### config.mk
export PLATFORM = sky130hd
export DESIGN_NAME = eth_rx_uart_bridge_flat
export DESIGN_NICKNAME = d
export VERILOG_FILES = /design/src/rtl/eth_rx_uart_bridge_if.sv /design/src/rtl/eth_rx_uart_bridge.sv /design/src/flat_wrapper.sv
export SDC_FILE = /design/constraint.sdc
export NUM_CORES = 1
export LEC_CHECK = 0
export BUFFER_PORTS_ARGS = -buffer_cell sky130_fd_sc_hd__buf_2
export CAP_MARGIN = 10
export CORE_ASPECT_RATIO = 1.25
export CORE_MARGIN = 2
export CORE_UTILIZATION = 35
export CTS_CLUSTER_DIAMETER = 120
export DETAILED_ROUTE_END_ITERATION = 8
export PLACE_DENSITY = 0.58
export SYNTH_ARGS = -nofsm -noshare
export SYNTH_HDL_FRONTEND = slang
export SYNTH_SLANG_ARGS = --single-unit
export TNS_END_PERCENT = 20
### constraint.sdc
create_clock -name clk -period 6.3 [get_ports clk]
set_clock_uncertainty 0.05 [all_clocks]
set_input_delay 0.63 -clock clk [delete_from_list [all_inputs] [get_ports clk]]
set_output_delay 0.63 -clock clk [all_outputs]
set_load 0.005 [all_outputs]
### src/rtl/eth_rx_uart_bridge_if.sv
// RX buffer side of the bridge: frame-ready strobe with length, and the buffer RAM read port.
interface eth_rx_uart_bridge_if #(
  parameter int W = 9
);
  logic         rx_done;
  logic [W-1:0] rx_len;
  logic [W-1:0] buf_rdaddr;
  logic [15:0]  buf_rddata;

  modport master (output rx_done, rx_len, buf_rddata, input buf_rdaddr);
  modport slave  (input rx_done, rx_len, buf_rddata, output buf_rdaddr);
endinterface

### src/rtl/eth_rx_uart_bridge.sv
// Streams a received Ethernet frame from the RX buffer RAM out of a UART, high byte of each word first.
// Optional even parity per byte when ETH_RX_UART_PARITY_EN is defined (8E1), otherwise 8N1.
module eth_rx_uart_bridge #(
  parameter int CLK_FREQ            = 100,
  parameter int BAUD                = 115200,
  parameter int ETH_RX_BUFFER_WIDTH = 9
) (
  input  logic                 clk,
  input  logic                 rst_n,
  eth_rx_uart_bridge_if.slave  rxb,
  output logic                 uart_txd,
  output logic                 busy,
  output logic                 overrun
);

  localparam int W   = ETH_RX_BUFFER_WIDTH;
  localparam int DIV = (CLK_FREQ * 1000000) / BAUD;
  localparam int BW  = (DIV > 1) ? $clog2(DIV) : 1;
`ifdef ETH_RX_UART_PARITY_EN
  localparam int NBITS = 11;
`else
  localparam int NBITS = 10;
`endif
  localparam logic [BW-1:0] DIV_LAST = BW'(DIV - 1);
  localparam logic [3:0]    BIT_LAST = 4'(NBITS - 1);
  localparam logic [W:0]    CNT_ONE  = (W+1)'(1);

  typedef enum logic [2:0] {IDLE, FETCH, WAIT, SEND_HI, SEND_LO} state_t;

  state_t        state;
  logic          armed;
  logic [W-1:0]  len_q;
  logic [15:0]   word_q;
  logic [BW-1:0] baud_cnt;
  logic [3:0]    bit_cnt;
  logic [7:0]    cur_byte;
  logic [W:0]    words_sent;

  // Line level for position idx of a byte frame: start, data LSB first, [parity], stop.
  function automatic logic frame_bit(input logic [7:0] b, input logic [3:0] idx);
    logic v;
    v = 1'b1;
    if (idx == 4'd0)
      v = 1'b0;
    else if (idx <= 4'd8)
      v = b[3'(idx - 4'd1)];
`ifdef ETH_RX_UART_PARITY_EN
    else if (idx == 4'd9)
      v = ^b;
`endif
    return v;
  endfunction

  assign cur_byte   = (state == SEND_HI) ? word_q[15:8] : word_q[7:0];
  assign words_sent = {1'b0, rxb.buf_rdaddr} + CNT_ONE;

  always_ff @(posedge clk or negedge rst_n) begin
    if (!rst_n) begin
      state          <= IDLE;
      armed          <= 1'b0;
      len_q          <= '0;
      word_q         <= '0;
      baud_cnt       <= '0;
      bit_cnt        <= '0;
      rxb.buf_rdaddr <= '0;
      uart_txd       <= 1'b1;
      busy           <= 1'b0;
      overrun        <= 1'b0;
    end else begin
      armed   <= 1'b1;
      // busy is still high on the edge where the last stop bit ends, so that strobe is dropped too.
      overrun <= rxb.rx_done && busy;
      case (state)
        IDLE: begin
          if (armed && rxb.rx_done && (rxb.rx_len != '0)) begin
            len_q          <= rxb.rx_len;
            rxb.buf_rdaddr <= '0;
            busy           <= 1'b1;
            state          <= FETCH;
          end
        end
        FETCH: state <= WAIT;
        WAIT: begin
          word_q   <= rxb.buf_rddata;
          uart_txd <= 1'b0;
          bit_cnt  <= '0;
          baud_cnt <= '0;
          state    <= SEND_HI;
        end
        SEND_HI, SEND_LO: begin
          if (baud_cnt != DIV_LAST) begin
            baud_cnt <= baud_cnt + BW'(1);
          end else begin
            baud_cnt <= '0;
            if (bit_cnt != BIT_LAST) begin
              bit_cnt  <= bit_cnt + 4'd1;
              uart_txd <= frame_bit(cur_byte, bit_cnt + 4'd1);
            end else if (state == SEND_HI) begin
              bit_cnt  <= '0;
              uart_txd <= 1'b0;
              state    <= SEND_LO;
            end else if (words_sent < {1'b0, len_q}) begin
              rxb.buf_rdaddr <= rxb.buf_rdaddr + W'(1);
              state          <= FETCH;
            end else begin
              busy  <= 1'b0;
              state <= IDLE;
            end
          end
        end
        default: state <= IDLE;
      endcase
    end
  end

endmodule

### src/flat_wrapper.sv
// flat-port wrapper written by rule: the top's interface ports become plain ports
module eth_rx_uart_bridge_flat 
#(
  parameter int CLK_FREQ            = 100,
  parameter int BAUD                = 115200,
  parameter int ETH_RX_BUFFER_WIDTH = 9
)
  (clk, rst_n, uart_txd, busy, overrun, rxb_rx_done, rxb_rx_len, rxb_buf_rddata, rxb_buf_rdaddr);
  eth_rx_uart_bridge_if rxb_i ();
  input  logic clk;
  input  logic rst_n;
  output logic uart_txd;
  output logic busy;
  output logic overrun;
  input wire logic [$bits(rxb_i.rx_done)-1:0] rxb_rx_done;
  input wire logic [$bits(rxb_i.rx_len)-1:0] rxb_rx_len;
  input wire logic [$bits(rxb_i.buf_rddata)-1:0] rxb_buf_rddata;
  output wire logic [$bits(rxb_i.buf_rdaddr)-1:0] rxb_buf_rdaddr;
  assign rxb_i.rx_done = rxb_rx_done;
  assign rxb_i.rx_len = rxb_rx_len;
  assign rxb_i.buf_rddata = rxb_buf_rddata;
  assign rxb_buf_rdaddr = rxb_i.buf_rdaddr;
  eth_rx_uart_bridge #(.CLK_FREQ(CLK_FREQ), .BAUD(BAUD), .ETH_RX_BUFFER_WIDTH(ETH_RX_BUFFER_WIDTH)) u_core (.clk(clk), .rst_n(rst_n), .rxb(rxb_i), .uart_txd(uart_txd), .busy(busy), .overrun(overrun));
endmodule
# Yosys cells after proc, flatten, opt, wreduce, memory -nomap -nowiden
# Index checks and enable logic that the tools add are counted.
# totals
register_bits	55
inputBits	28
out_inout_bits	12
word_cells	78
# op_classes
add_sub_neg	5
n_lt_le_gt_ge	3
eq_ne	13
mux	33
n_reduce_logical	14
# ops
cell	n
9-bit two-way mux	5
10-bit one-hot mux with 2 select lines	1
9-bit one-hot mux with 2 select lines	1
1-bit two-way mux	12
3-bit two-way mux	4
4-bit two-way mux	3
3-bit one-hot mux with 4 select lines	1
6-bit AND reduction	2
10-bit by 1-bit adder with 10-bit output (second input constant)	1
9-bit by 1-bit adder with 10-bit output (second input constant)	1
10-bit by 9-bit < comparator with 1-bit output	1
10-bit two-way mux	1
10-bit inequality test (second input constant)	1
9-bit by 1-bit adder with 9-bit output (second input constant)	1
9-bit nonzero test	1
8-bit two-way mux	1
2-bit inequality test (second input constant)	4
4-bit one-hot mux with 2 select lines	1
3-bit by 2-bit equality test with 1-bit output (second input constant)	2
3-bit AND reduction	2
4-bit by 1-bit adder with 4-bit output (second input constant)	1
4-bit <= comparator (second input constant)	1
4-bit zero test	1
3-bit by 4-bit < comparator with 1-bit output (second input constant)	1
other kinds (13)	18

# Logic depth before layout (Yosys ltp)
# logic_depth
ltp_word	9
depth_mapped	12
ltp_nobuf	11

# Worst setup path before layout
# No wires, ideal clock.
# synth_path
kind	register to register
start	reg u_core.rxb.buf_rdaddr[4]
end	reg u_core.state[0]
arrival_time_ps	2530
required_ps	6154
path_slack_ps	3624
stages_incl_launch_ff	12
path_buffers	1
path_cell_list	dfrtp_1 and3_1 nand3_1 o21a_1 or2_2 ha_1 a21o_1 a21oi_1 o21a_1 clkbuf_1 a31oi_1 o31ai_1
# synth_via
elab_chain_cells	7
# synth_rtl
item	line_no	text
start, declared	eth_rx_uart_bridge_if.sv:11	modport slave (input rx_done, rx_len, buf_rddata, output buf_rdaddr);
start signal, assigned	eth_rx_uart_bridge.sv:103	rxb.buf_rdaddr <= rxb.buf_rdaddr + W'(1);
9-bit by 1-bit adder with 10-bit output	eth_rx_uart_bridge.sv:55	assign words_sent = {1'b0, rxb.buf_rdaddr} + CNT_ONE;
10-bit by 9-bit < comparator with 1-bit output	eth_rx_uart_bridge.sv:102	end else if (words_sent < {1'b0, len_q}) begin
1-bit two-way mux	eth_rx_uart_bridge.sv:102	
3-bit two-way mux	eth_rx_uart_bridge.sv:98	end else if (state == SEND_HI) begin
3-bit two-way mux	eth_rx_uart_bridge.sv:95	if (bit_cnt != BIT_LAST) begin
3-bit two-way mux	eth_rx_uart_bridge.sv:91	if (baud_cnt != DIV_LAST) begin
3-bit one-hot mux with 4 select lines	eth_rx_uart_bridge.sv:73	case (state)
end signal, assigned	eth_rx_uart_bridge.sv:79	state <= FETCH;
end signal, assigned	eth_rx_uart_bridge.sv:101	state <= SEND_LO;
end signal, assigned	eth_rx_uart_bridge.sv:104	state <= FETCH;
end, declared	eth_rx_uart_bridge.sv:30	state_t state;
# No other way between the ends. The select of a mux whose other input is x is not followed.
# A chain may end at the register's enable or synchronous reset.

# Worst setup path in the final report
# layout_path
start	reg u_core.rxb.buf_rdaddr[4]
end	reg u_core.rxb.buf_rdaddr[0]
# layout_via
elab_chain_cells	4
# layout_rtl
item	line_no
9-bit by 1-bit adder with 10-bit output	eth_rx_uart_bridge.sv:55
10-bit by 9-bit < comparator with 1-bit output	eth_rx_uart_bridge.sv:102
2-bit by 1-bit inequality test with 1-bit output (no line)	n/a
6-bit AND reduction (no line)	n/a
# No other way between the ends.

==> run metrics <==
Power Density=348 mW/mm²; initial antenna violation count=0; share of layout cells above drive strength 1=0.271; Starting Density=0.360; cells resized by post-CTS repair=0; Yosys cell types=57; HP Class=in2async; Crit Path Category=reg2reg; dpl hpwl=4770 µm; peak supply drop=roughly 0.00019 V; # diodes=0; Port Buf Inserts=39; Main synth FF type=dfrtp_1; CP startpoint=u_core.rxb.buf_rdaddr[4]; Internal=a little under 800 µW; Critical Path Sink Type=register; DR iter-0 viols=82; Overflow after GRT=0; H-tree Lvls=2; Data required, critical path=roughly 6.4 ns; Total Routing Usage GR=0.144; clk sinks=55; R2R Setup Slk=3.26 ns; Syn Std Cell Area=0.00311 mm²; # Max-Cap Violations=0; Slew HR=0.458; Net Sw Power=434 µW; DR vias=2,406; Worst Path Max Fanout=9; drc violations=0; CTS Hold Bufs=0; final worst-path cycle share=0.482; syn_area_per_cell=slightly above 10 µm²; Synth Area in XOR/XNOR=0.0169; synthesized instance count=301; Final Max Slew Viols=0; register area share after synthesis=0.443; Gate power share=0.391; number of CTS-inserted buffers=5; main combinational cell family by area after synthesis=simple AND/OR/NAND/NOR gates; switching power share of the total=0.354; CP Data Arrival Time=3.15 ns; adder-cell share of the synthesized area=0.0519; R2R Path End=u_core.rxb.buf_rdaddr[0]; root buf cell=clkbuf_8; Skew-Pair Late Insertion Delay=around 0.30 ns; CTS Buffer Depth=2; Clk network pwr share=0.175; status=complete, no violations; Wirelength per Cell=about 14 µm; Setup crit start kind=register; TritonRoute pass-1 iters=4; post-synthesis compound-gate area fraction=0.158; commonest non-fill, non-tap cell in the layout=dfrtp_1; CTS tree=yes; multiplexer share of the synthesized area=0.0997; FP Rows=38; Routed Antenna Nets=0; simple-gate share of the synthesized area=0.186; Static Leak=approximately 1.6 nW; R2R depth=10; Area Overhead vs Synth=13.3%; largest net degree at the start of global routing=56; WL final=6470 µm; total power draw=approximately 1.2 mW; Worst Tran Pin Value=0.811 ns; Nets=379; die width=around 88 µm; Ports=40; Die Footprint=0.00967 mm²; number of global-route vias before repair=around 2,400; min Tclk post-route=3.04 ns; sequential power share=0.434; Net Count, Synth=341; Fin. Hold Viols=0; Ys Warns=0; GPL Wtd Cong=0.804; worst r2r src=u_core.rxb.buf_rdaddr[4]; RSZ-0062 raised after global routing=false; setup repair bufs after CTS=0; Synth async-reset ratio=1.00; TNS Setup=0 ns; die height=around 110 µm; f_max=about 0.33 GHz; core area=around 0.0087 mm²; most frequent cells in the layout=dfrtp_1 (54), buf_2 (39), nand2_1 (27), o21ai_0 (25), inv_1 (21); EDFF count, synth=0; clock slew at reported path FFs=0.10 ns; first-pass GRT wire length=11,100 µm; vias per inst=about 5.2; Final Util=0.407; FF+latch count, synth=55; endpoints failing setup=0
[synthesized netlist by cell type (5+ instances only)]
library cell / n / share of area
buf_2: 5 / 0.0080
o31ai_1: 12 / 0.029
a21o_1: 5 / 0.012
dfrtp_1: 54 / 0.43
ha_1: 12 / 0.048
inv_1: 21 / 0.025
nand2_1: 27 / 0.033
nand3_1: 6 / 0.0097
nand4_1: 6 / 0.012
mux2_2: 18 / 0.065
nor3_1: 5 / 0.0080
or2_2: 5 / 0.010
and3_1: 8 / 0.016
o21ai_0: 25 / 0.040
nor2_1: 20 / 0.024
xnor2_1: 5 / 0.014
[cells by family (layout without fill, tap and decap cells)]
kind of cell | Yosys count | count (layout)
other cells | 1 | 1
mux | 25 | 25
simple gates | 98 | 98
fa+ha+maj | 13 | 13
flops | 55 | 55
buf+inv | 32 | 71
xor+xnor | 6 | 6
compound gates | 71 | 71
[cell type report]
type                            count  area, µm²
Timing Repair Buffer               42        221
Sequential cell                    55       1380
Clock buffer                        8        100
Inverter                           21       78.8
Fill cell                         889       5130
Multi-Input combinational cell    214       1600
Tap cell                          120        150
[worst max-delay path by stage]
stage                               endpoint  slack [ns]
floorplan                    u_core.state[0]        3.62
global placement    u_core.rxb.buf_rdaddr[5]        3.38
detailed placement  u_core.rxb.buf_rdaddr[0]        3.30
CTS                 u_core.rxb.buf_rdaddr[0]        3.28
global route        u_core.rxb.buf_rdaddr[5]        2.97
finish              u_core.rxb.buf_rdaddr[0]        3.26
[power by group through the flow]
stage,Sequential [mW],Clock (mW),Combinational [mW]
final,0.533,0.214,0.480
after global routing,0.550,0.237,0.546
after CTS,0.535,0.225,0.483
after detailed placement,0.542,0,0.482
after global placement,0.537,0,0.476
after floorplan,0.509,0,0.399
[worst max-delay path: stages (launching register included)]
cell	delay, ns
dfrtp_1	0.44
and3_1	0.20
nand3_1	0.16
o21a_1	0.23
or2_2	0.29
ha_1	0.29
a21o_1	0.16
a21oi_1	0.17
o21ai_0	0.19
nor4b_4	0.59
o31ai_1	0.13
[sequential cells by signal, indices dropped and copies added, names as in the netlist]
register and count:
u_core.armed 1, u_core.baud_cnt 10, u_core.bit_cnt 4, u_core.busy 1, u_core.len_q 9, u_core.overrun 1
u_core.rxb.buf_rdaddr 9, u_core.state 3, u_core.uart_txd 1, u_core.word_q 16
[stage by stage]
step	cells	worst slack (ns)	hold slack [ns]	area, µm²
after CTS	459	3.28	0.435	3510
after floorplan	301	3.62	0.284	3110
after detailed placement	451	3.30	0.445	3410
after global placement	451	3.38	0.436	3410
after global routing	460	2.97	0.458	3520
final	460	3.26	0.406	3520
[per-layer routing]
metal / wire length (µm) / vias to the layer above / track usage / share of wire
met3: 287 / 14 / 0.0233 / 0.044
met1: 2700 / 1160 / 0.176 / 0.42
met5: 0 / - / 0 / 0
met4: 169 / 0 / 0.0552 / 0.026
met2: 3310 / 61 / 0.251 / 0.51
li1: - / 1171 / - / -
(Power assumes the default switching activity.)
